`src/rtl/ifid_hazard_ctrl_if.sv`:
```
// Signal bundle between the ID-stage hazard sources and ifid_hazard_ctrl.
// All signals are level-sampled every cycle; there is no valid/ready handshake.
interface ifid_hazard_ctrl_if #(
  parameter int CNT_W = 32
);
  logic             idex_memread_i;
  logic [4:0]       idex_rt_i;
  logic [4:0]       ifid_rs_i;
  logic [4:0]       ifid_rt_i;
  logic             branch_taken_i;
  logic             jump_i;
  logic             mem_stall_i;

  logic             pc_write_o;
  logic             ifid_write_o;
  logic             ifid_flush_o;
  logic             stall_o;
  logic             idex_bubble_o;
  logic [1:0]       state_o;
  logic [CNT_W-1:0] lu_cnt_o;
  logic [CNT_W-1:0] mem_cnt_o;
  logic [CNT_W-1:0] flush_cnt_o;

  // Pipeline side: drives hazard sources, consumes controls.
  modport master (
    output idex_memread_i, idex_rt_i, ifid_rs_i, ifid_rt_i,
           branch_taken_i, jump_i, mem_stall_i,
    input  pc_write_o, ifid_write_o, ifid_flush_o, stall_o, idex_bubble_o,
           state_o, lu_cnt_o, mem_cnt_o, flush_cnt_o
  );

  // Hazard controller side.
  modport slave (
    input  idex_memread_i, idex_rt_i, ifid_rs_i, ifid_rt_i,
           branch_taken_i, jump_i, mem_stall_i,
    output pc_write_o, ifid_write_o, ifid_flush_o, stall_o, idex_bubble_o,
           state_o, lu_cnt_o, mem_cnt_o, flush_cnt_o
  );
endinterface

```
`src/rtl/ifid_hazard_ctrl.sv`:
```
// IF/ID hazard and stall sequencer: load-use bubbles, memory freeze, branch/jump flush.
// Define HAZARD_CTRL_PERF_EN to build the saturating performance counters.
module ifid_hazard_ctrl #(
  parameter int LU_BUBBLES = 1,
  parameter int CNT_W      = 32
) (
  input  logic              clk_i,
  input  logic              rst_i,
  ifid_hazard_ctrl_if.slave hz
);

  typedef enum logic [1:0] {
    ST_RUN     = 2'd0,
    ST_LU_WAIT = 2'd1,
    ST_FREEZE  = 2'd2
  } state_t;

  typedef enum logic [1:0] {
    M_NORM   = 2'd0,
    M_LU     = 2'd1,
    M_FLUSH  = 2'd2,
    M_FREEZE = 2'd3
  } mode_t;

  localparam logic [1:0] LU_INIT = 2'(LU_BUBBLES - 1);

  state_t     state, state_nx;
  state_t     ret, ret_nx;
  state_t     eff;
  logic [1:0] cnt, cnt_nx;
  logic       illegal;
  logic       lu_hazard;
  logic       redirect;
  mode_t      mode;

  logic       pc_write;
  logic       ifid_write;
  logic       ifid_flush;
  logic       stall;
  logic       idex_bubble;

  assign lu_hazard = hz.idex_memread_i && (hz.idex_rt_i != 5'd0) &&
                     ((hz.idex_rt_i == hz.ifid_rs_i) || (hz.idex_rt_i == hz.ifid_rt_i));
  assign redirect  = hz.branch_taken_i || hz.jump_i;

  always_ff @(posedge clk_i or negedge rst_i) begin
    if (!rst_i) begin
      state <= ST_RUN;
      ret   <= ST_RUN;
      cnt   <= 2'd0;
    end else begin
      state <= state_nx;
      ret   <= ret_nx;
      cnt   <= cnt_nx;
    end
  end

  // FREEZE leaving on this cycle behaves as the state it interrupted.
  always_comb begin
    eff     = ST_RUN;
    illegal = 1'b0;
    case (state)
      ST_RUN:     eff = ST_RUN;
      ST_LU_WAIT: eff = ST_LU_WAIT;
      ST_FREEZE:  eff = (ret == ST_LU_WAIT) ? ST_LU_WAIT : ST_RUN;
      default:    illegal = 1'b1;
    endcase
  end

  always_comb begin
    state_nx = state;
    ret_nx   = ret;
    cnt_nx   = cnt;
    mode     = M_NORM;
    if (illegal) begin
      state_nx = ST_RUN;
      ret_nx   = ST_RUN;
      cnt_nx   = 2'd0;
      mode     = hz.mem_stall_i ? M_FREEZE : M_NORM;
    end else if (hz.mem_stall_i) begin
      // Freeze holds cnt so the remaining bubbles resume afterwards.
      mode     = M_FREEZE;
      state_nx = ST_FREEZE;
      ret_nx   = eff;
    end else if (eff == ST_LU_WAIT) begin
      mode   = M_LU;
      ret_nx = ST_RUN;
      if (cnt <= 2'd1) begin
        state_nx = ST_RUN;
        cnt_nx   = 2'd0;
      end else begin
        state_nx = ST_LU_WAIT;
        cnt_nx   = cnt - 2'd1;
      end
    end else if (lu_hazard) begin
      mode   = M_LU;
      ret_nx = ST_RUN;
      if (LU_BUBBLES > 1) begin
        state_nx = ST_LU_WAIT;
        cnt_nx   = LU_INIT;
      end else begin
        state_nx = ST_RUN;
        cnt_nx   = 2'd0;
      end
    end else begin
      // A redirect only wins when nothing else holds ID, so it flushes exactly once.
      mode     = redirect ? M_FLUSH : M_NORM;
      state_nx = ST_RUN;
      ret_nx   = ST_RUN;
      cnt_nx   = 2'd0;
    end
  end

  always_comb begin
    pc_write    = 1'b1;
    ifid_write  = 1'b1;
    ifid_flush  = 1'b0;
    stall       = 1'b0;
    idex_bubble = 1'b0;
    case (mode)
      M_LU: begin
        pc_write    = 1'b0;
        ifid_write  = 1'b0;
        idex_bubble = 1'b1;
      end
      M_FLUSH: ifid_flush = 1'b1;
      M_FREEZE: begin
        pc_write   = 1'b0;
        ifid_write = 1'b0;
        stall      = 1'b1;
      end
      default: ;
    endcase
  end

  assign hz.pc_write_o    = pc_write;
  assign hz.ifid_write_o  = ifid_write;
  assign hz.ifid_flush_o  = ifid_flush;
  assign hz.stall_o       = stall;
  assign hz.idex_bubble_o = idex_bubble;
  assign hz.state_o       = state;

`ifdef HAZARD_CTRL_PERF_EN
  logic [CNT_W-1:0] lu_cnt, mem_cnt, flush_cnt;

  // Counters saturate at all-ones rather than wrapping.
  always_ff @(posedge clk_i or negedge rst_i) begin
    if (!rst_i) begin
      lu_cnt    <= '0;
      mem_cnt   <= '0;
      flush_cnt <= '0;
    end else begin
      if (idex_bubble && (lu_cnt != {CNT_W{1'b1}}))   lu_cnt    <= lu_cnt + 1'b1;
      if (stall && (mem_cnt != {CNT_W{1'b1}}))        mem_cnt   <= mem_cnt + 1'b1;
      if (ifid_flush && (flush_cnt != {CNT_W{1'b1}})) flush_cnt <= flush_cnt + 1'b1;
    end
  end

  assign hz.lu_cnt_o    = lu_cnt;
  assign hz.mem_cnt_o   = mem_cnt;
  assign hz.flush_cnt_o = flush_cnt;
`else
  assign hz.lu_cnt_o    = {CNT_W{1'b0}};
  assign hz.mem_cnt_o   = {CNT_W{1'b0}};
  assign hz.flush_cnt_o = {CNT_W{1'b0}};
`endif

endmodule
```
`src/flat_wrapper.sv`:
```
// flat-port wrapper written by rule: the top's interface ports become plain ports
module ifid_hazard_ctrl_flat 
#(
  parameter int LU_BUBBLES = 1,
  parameter int CNT_W      = 32
)
  (clk_i, rst_i, hz_idex_memread_i, hz_idex_rt_i, hz_ifid_rs_i, hz_ifid_rt_i, hz_branch_taken_i, hz_jump_i, hz_mem_stall_i, hz_pc_write_o, hz_ifid_write_o, hz_ifid_flush_o, hz_stall_o, hz_idex_bubble_o, hz_state_o, hz_lu_cnt_o, hz_mem_cnt_o, hz_flush_cnt_o);
  ifid_hazard_ctrl_if #(.CNT_W(CNT_W)) hz_i ();
  input  logic clk_i;
  input  logic rst_i;
  input wire logic [$bits(hz_i.idex_memread_i)-1:0] hz_idex_memread_i;
  input wire logic [$bits(hz_i.idex_rt_i)-1:0] hz_idex_rt_i;
  input wire logic [$bits(hz_i.ifid_rs_i)-1:0] hz_ifid_rs_i;
  input wire logic [$bits(hz_i.ifid_rt_i)-1:0] hz_ifid_rt_i;
  input wire logic [$bits(hz_i.branch_taken_i)-1:0] hz_branch_taken_i;
  input wire logic [$bits(hz_i.jump_i)-1:0] hz_jump_i;
  input wire logic [$bits(hz_i.mem_stall_i)-1:0] hz_mem_stall_i;
  output wire logic [$bits(hz_i.pc_write_o)-1:0] hz_pc_write_o;
  output wire logic [$bits(hz_i.ifid_write_o)-1:0] hz_ifid_write_o;
  output wire logic [$bits(hz_i.ifid_flush_o)-1:0] hz_ifid_flush_o;
  output wire logic [$bits(hz_i.stall_o)-1:0] hz_stall_o;
  output wire logic [$bits(hz_i.idex_bubble_o)-1:0] hz_idex_bubble_o;
  output wire logic [$bits(hz_i.state_o)-1:0] hz_state_o;
  output wire logic [$bits(hz_i.lu_cnt_o)-1:0] hz_lu_cnt_o;
  output wire logic [$bits(hz_i.mem_cnt_o)-1:0] hz_mem_cnt_o;
  output wire logic [$bits(hz_i.flush_cnt_o)-1:0] hz_flush_cnt_o;
  assign hz_i.idex_memread_i = hz_idex_memread_i;
  assign hz_i.idex_rt_i = hz_idex_rt_i;
  assign hz_i.ifid_rs_i = hz_ifid_rs_i;
  assign hz_i.ifid_rt_i = hz_ifid_rt_i;
  assign hz_i.branch_taken_i = hz_branch_taken_i;
  assign hz_i.jump_i = hz_jump_i;
  assign hz_i.mem_stall_i = hz_mem_stall_i;
  assign hz_pc_write_o = hz_i.pc_write_o;
  assign hz_ifid_write_o = hz_i.ifid_write_o;
  assign hz_ifid_flush_o = hz_i.ifid_flush_o;
  assign hz_stall_o = hz_i.stall_o;
  assign hz_idex_bubble_o = hz_i.idex_bubble_o;
  assign hz_state_o = hz_i.state_o;
  assign hz_lu_cnt_o = hz_i.lu_cnt_o;
  assign hz_mem_cnt_o = hz_i.mem_cnt_o;
  assign hz_flush_cnt_o = hz_i.flush_cnt_o;
  ifid_hazard_ctrl #(.LU_BUBBLES(LU_BUBBLES), .CNT_W(CNT_W)) u_core (.clk_i(clk_i), .rst_i(rst_i), .hz(hz_i));
endmodule
```
`config.mk`:
```
export PLATFORM = sky130hd
export DESIGN_NAME = ifid_hazard_ctrl_flat
export DESIGN_NICKNAME = d
export VERILOG_FILES = /design/src/rtl/ifid_hazard_ctrl_if.sv /design/src/rtl/ifid_hazard_ctrl.sv /design/src/flat_wrapper.sv
export SDC_FILE = /design/constraint.sdc
export NUM_CORES = 1
export LEC_CHECK = 0
export CAP_MARGIN = 0
export CELL_PAD_IN_SITES_DETAIL_PLACEMENT = 1
export CELL_PAD_IN_SITES_GLOBAL_PLACEMENT = 1
export CORE_MARGIN = 3
export CORE_UTILIZATION = 19
export DETAILED_ROUTE_END_ITERATION = 16
export GPL_TIMING_DRIVEN = 0
export HOLD_SLACK_MARGIN = 0.06
export PLACE_DENSITY_LB_ADDON = 0.12
export REMOVE_ABC_BUFFERS = 1
export SYNTH_ARGS = -nofsm -noshare
export SYNTH_HDL_FRONTEND = slang
export SYNTH_SLANG_ARGS = --single-unit
```
`constraint.sdc`:
```
create_clock -name clk_i -period 3.55 [get_ports clk_i]
set_input_delay 0.71 -clock clk_i [delete_from_list [all_inputs] [get_ports clk_i]]
set_output_delay 0.71 -clock clk_i [all_outputs]
set_load 0.02 [all_outputs]
```
==> results of run 1 <==
[final cells by class]
| cell class | count | area [µm²] |
|---|---|---|
| Multi-Input combinational cell | 131 | 619 |
| Tap cell | 72 | 90.1 |
| Sequential cell | 5 | 125 |
| Clock buffer | 4 | 45.0 |
| Timing Repair Buffer | 27 | 267 |
| Inverter | 3 | 11.3 |
| Fill cell | 718 | 4480 |
[worst paths after layout]
path                                                 from                             end  slack, ps  cells past startpoint
min                             u_core.cnt[1]$_DFFE_PN0N_       u_core.cnt[1]$_DFFE_PN0N_        500                      1
min in group asynchronous                           rst_i  u_core.hz.state_o[0]$_DFF_PN0_        720                      1
max in group asynchronous                           rst_i       u_core.cnt[0]$_DFFE_PN0N_       2640                      1
max reg2reg                u_core.hz.state_o[0]$_DFF_PN0_       u_core.cnt[0]$_DFFE_PN0N_       2040                      6
max                                       hz_idex_rt_i[1]                hz_idex_bubble_o         70                      6
min reg2reg                     u_core.cnt[1]$_DFFE_PN0N_       u_core.cnt[1]$_DFFE_PN0N_        500                      1
[state kept, by name, summed over array words and instances, names as in the netlist]
signal and flops:
u_core.hz.state_o 2, u_core.cnt 2, u_core.ret 1
[cells in the mapped netlist]
library cell   n  share of area (%)
o22ai_1        1               0.55
and3_1         1               0.55
nand2_1        2               0.66
o21ai_2        1               0.77
inv_1          3                1.0
nor2b_1        1               0.55
clkbuf_1       1               0.33
dfrtp_1        5                 11
o21ai_0        1               0.44
conb_1         1               0.33
a211oi_1       2                1.3
nor3_1         2               0.88
a22o_1         2                1.5
buf_4         97                 64
and2_1         1               0.55
nor2_1         3                1.0
mux2_2         1                1.0
or4_1          1               0.66
xnor2_1       10                7.7
ha_1           3                3.3
a21oi_1        1               0.44
nand3_1        2               0.88
[cell usage in the layout, fill, tap and decap left out]
| cell type | n |
|---|---|
| conb_1 | 96 |
| clkdlybuf4s50_1 | 24 |
| xnor2_1 | 10 |
| dfrtp_1 | 5 |
| nor2_1 | 3 |
| inv_1 | 3 |
| ha_1 | 3 |
| clkbuf_8 | 3 |
| dlygate4sd2_1 | 3 |
| nand3_1 | 2 |
| nand2_1 | 2 |
| nor3_1 | 2 |
| a211oi_1 | 2 |
| a22o_1 | 2 |
| a21oi_1 | 1 |
| and3_1 | 1 |
| o22ai_1 | 1 |
| or4_1 | 1 |
| o21ai_2 | 1 |
| nor2b_1 | 1 |
| and2_1 | 1 |
| o21ai_0 | 1 |
| mux2_2 | 1 |
| clkbuf_1 | 1 |
[metal layers]
metal,up-vias,share of wire (%),track usage [%]
met5,-,0,0
met1,301,27,3.75
met4,0,2.6,2.38
li1,306,-,-
met2,71,55,11.2
met3,4,15,2.28
[report_power, final]
group / switching (W) / total (W) / leakage, nW / internal, W
combinational: 0.000115 / 0.000150 / 0.525 / 0.0000349
clock: 0.0000277 / 0.000105 / 0.0228 / 0.0000771
sequential: 0.000000661 / 0.0000586 / 0.0676 / 0.0000579
[cells by family after synthesis]
group                    after synthesis  synth area share, %
XOR/XNOR                              10                 7.74
multiplexers                           1                0.996
AND/OR/NAND/NOR                       13                 5.75
adder cells (fa/ha/maj)                3                 3.32
AO/OA/AOI/OAI                          8                 5.09
flip-flops                             5                 11.1
buffers and inverters                101                 65.7
other                                  1                0.332
[repair_timing]
item | in CTS | in global routing
buffers inserted | 0 | 0
gates resized for setup | 3 | 0
endpoints found under the setup margin | 3 | 0
[through the flow]
stage	setup TNS [ps]	area, µm²	utilization, %
5_1_grt	0	1160	20.5
3_3_place_gp	-392	1120	19.8
6_report	0	1160	20.5
3_5_place_dp	-466	1120	19.8
4_1_cts	0	1160	20.5
2_1_floorplan	0	756	-
==> results.yml, run 1 <==
run_status:
  outcome: "finished, final reports clean"
detailed_routing:
  drt-total-wl_mm: 2.07
  ant_nets: 0
  vias: 682
  drc: 0
  drtPass1Iterations: 3
  via_per_inst: 2.82
  wl_per_cell_um: 8.54
  drtIter0Drc: 12
yosys:
  synth_seq_cells: 5
  seq_area_frac_synth_pct: 11.1
  syn-cell-area_mm2: 0.00113
  syn_avg_cell_area_um2: 7.97
  yosysWarnings: 0
  synthDistinctLibCells: 22
  synth_cells: 142
setup_path:
  cpLargestDelayFamily: "buffers and inverters"
  cp.required_ps: 2840
  critPathBufInv: 2
  cp_common_cell: "clkdlybuf4s50_1"
  crit_path_start_kind: "primary input"
  path_class: "primary input to primary output"
  cpPeakStageDelay_ps: 560
  critPathSlowestCell: "or4_1"
  path_max_fanout: 3
  crit_chain: "clkdlybuf4s50_1, or4_1, o21ai_2, nor3_1, a22o_1, clkdlybuf4s50_1"
  worstSetupEndpointType: "primary output"
  crit_arrival_ps: 2770
clock_tree:
  clock-root-buffer: "clkbuf_8"
  clkLatencyLatePin_ps: 220
  cts_max_path_buffers: 2
  cts_made_buffers: 3
  clkTransAtPathRegs_ps: 40
  ctsHoldBuffers: 0
  cts_tree: "yes"
  htreeDepth: 1
  cts.sinks: 5
floorplanning:
  rows: 27
  coreArea_mm2: 0.00564
  dieArea_mm2: 0.00691
  die_x_um: 83.2
  start_util_pct: 20.0
  die_h_um: 83.2
  io_pins: 124
timing:
  min_period_ps: 3480
  worst_slack_ps: 67.2
  maxSlewViolCount: 0
  skew_ps: 2.48
  fmax_ghz: 0.287
  hold_viol: 0
  hold_slack_ps: 498
  setup_viol: 0
  post-route-period-util_pct: 98.1
  rsz0062_at_grt: "no"
global_routing:
  grt_util_all_layers_pct: 5.26
  grt_pass1_vias: 671
  grt_overflow: 0
  grt_max_degree: 6
  grt_pass1_wl_mm: 3.06
  antenna_found_initial: 0
hold_path:
  hold_class: "register to register"
placement:
  port_buffers: 27
  dp_hpwl_mm: 1.98
  pre_cts_slack_ps: -206
  gp_congestion: 0.654
  dp_cells: 238
power_and_ir_drop:
  peakVddDrop_uv: 57.2
  p_leak_nw: 0.615
  power_density_mw_per_mm2: 271
  design_power_total_w: 0.000313
final_layout:
  drive_gt1_share_pct: 2.94
  final_cells: 242
  diodes: 0
  nNetsFinal: 195
  layout-area-overhead-vs-synth_pct: 2.32
flow_run:
  maxCapViolations: 0
(Power assumes the default switching activity.)
==> run 2: changes to the inputs <==
--- a/config.mk
+++ b/config.mk
@@ -14,7 +14,6 @@
 export GPL_TIMING_DRIVEN = 0
 export HOLD_SLACK_MARGIN = 0.06
 export PLACE_DENSITY_LB_ADDON = 0.12
-export REMOVE_ABC_BUFFERS = 1
 export SYNTH_ARGS = -nofsm -noshare
 export SYNTH_HDL_FRONTEND = slang
 export SYNTH_SLANG_ARGS = --single-unit
==> results.yml, run 2 (synthesis results as in run 1) <==
run_status:
  outcome: "finished, final reports clean"
detailed_routing:
  drtIter0Drc: 24
  drtPass1Iterations: 3
  ant_nets: 0
  wl_per_cell_um: 7.79
  via_per_inst: 2.82
  vias: 958
  drt-total-wl_mm: 2.65
  drc: 0
global_routing:
  grt_overflow: 0
  grt_max_degree: 6
  antenna_found_initial: 0
  grt_pass1_vias: 906
  grt_pass1_wl_mm: 4.20
  grt_util_all_layers_pct: 7.40
power_and_ir_drop:
  design_power_total_w: 0.000404
  peakVddDrop_uv: 91.4
  power_density_mw_per_mm2: 213
  p_leak_nw: 1.15
setup_path:
  path_max_fanout: 3
  crit_arrival_ps: 2720
  cp.required_ps: 2840
  crit_path_start_kind: "primary input"
  path_class: "primary input to primary output"
  worstSetupEndpointType: "primary output"
timing:
  worst_slack_ps: 122
  finalSetupTns_ps: 0
  hold_viol: 0
  setup_viol: 0
  rsz0062_at_grt: "no"
  skew_ps: 0.733
  fmax_ghz: 0.292
  maxSlewViolCount: 0
  min_period_ps: 3430
  post-route-period-util_pct: 96.6
placement:
  pre_cts_slack_ps: -259
  dp_cells: 336
  placed_area_mm2: 0.00185
  dp_hpwl_mm: 2.54
  gp_congestion: 0.684
  port_buffers: 27
final_layout:
  diodes: 0
  fin_area_mm2: 0.00190
  regArea_um2: 125
  fillCellCount: 742
  final_cell_mix: "97 x buf_4, 96 x conb_1, 24 x clkdlybuf4s50_1"
  final_common_cell: "buf_4"
  multi_input_area_um2: 624
  final_cells: 340
  layout-area-overhead-vs-synth_pct: 67.6
  drive_gt1_share_pct: 38.4
  nNetsFinal: 293
hold_path:
  hold_class: "register to register"
clock_tree:
  ctsHoldBuffers: 0
  cts_max_path_buffers: 2
  cts_tree: "yes"
  post-cts-setup-buffer-count: 0
  clkLatencyLatePin_ps: 230
  clock-root-buffer: "clkbuf_8"
  htreeDepth: 1
  cts_made_buffers: 3
  cts.sinks: 5
  clkTransAtPathRegs_ps: 40
floorplanning:
  rows: 27
  start_util_pct: 20.0
  die_h_um: 83.2
  io_pins: 124
  die_x_um: 83.2
  dieArea_mm2: 0.00691
  coreArea_mm2: 0.00564
flow_run:
  maxCapViolations: 0
run 2: metrics by stage:
stage,hold slack [ps],utilization [%]
2_1_floorplan,414,-
3_3_place_gp,493,32.8
3_5_place_dp,488,32.8
4_1_cts,496,33.6
5_1_grt,512,33.6
6_report,500,33.6
run 2: where the power goes:
group | internal (W) | switching [W]
combinational | 0.000107 | 0.000129
sequential | 0.0000579 | 0.000000614
clock | 0.0000774 | 0.0000319
run 2: final cells by class:
cell class	count	area share [%]
Buffer	98	38.6
Tap cell	72	4.75
Timing Repair Buffer	27	14.1
Clock buffer	4	2.38
Multi-Input combinational cell	131	32.9
Inverter	3	0.594
Sequential cell	5	6.60
run 2: final timing paths:
path	endpoint	startpoint	depth (start not counted)	slack, ps
min in group asynchronous	u_core.hz.state_o[0]$_DFF_PN0_	rst_i	1	700
hold / removal	u_core.cnt[1]$_DFFE_PN0N_	u_core.cnt[1]$_DFFE_PN0N_	1	500
setup reg to reg	u_core.cnt[0]$_DFFE_PN0N_	u_core.hz.state_o[0]$_DFF_PN0_	6	2070
hold reg to reg	u_core.cnt[1]$_DFFE_PN0N_	u_core.cnt[1]$_DFFE_PN0N_	1	500
setup / recovery	hz_idex_bubble_o	hz_idex_rt_i[1]	6	120
max in group asynchronous	u_core.cnt[1]$_DFFE_PN0N_	rst_i	1	2670
run 2: timing repair:
item                       in CTS  in global routing
resized for setup               4                  1
pin swaps                       0                  0
setup endpoints to repair       3                  1
run 2: metal layers:
layer / track usage, % / share of wire [%] / wire length (µm)
met1: 7.44 / 33 / 875
met5: 0 / 0 / 0
met4: 2.67 / 0.57 / 15
met2: 13.6 / 53 / 1400
met3: 2.98 / 14 / 360
run 2: worst max-delay path: stages:
cell             delay (ps)
clkdlybuf4s50_1         460
or4_1                   560
o21ai_2                 170
nor3_1                   60
a22o_1                  200
clkdlybuf4s50_1         550
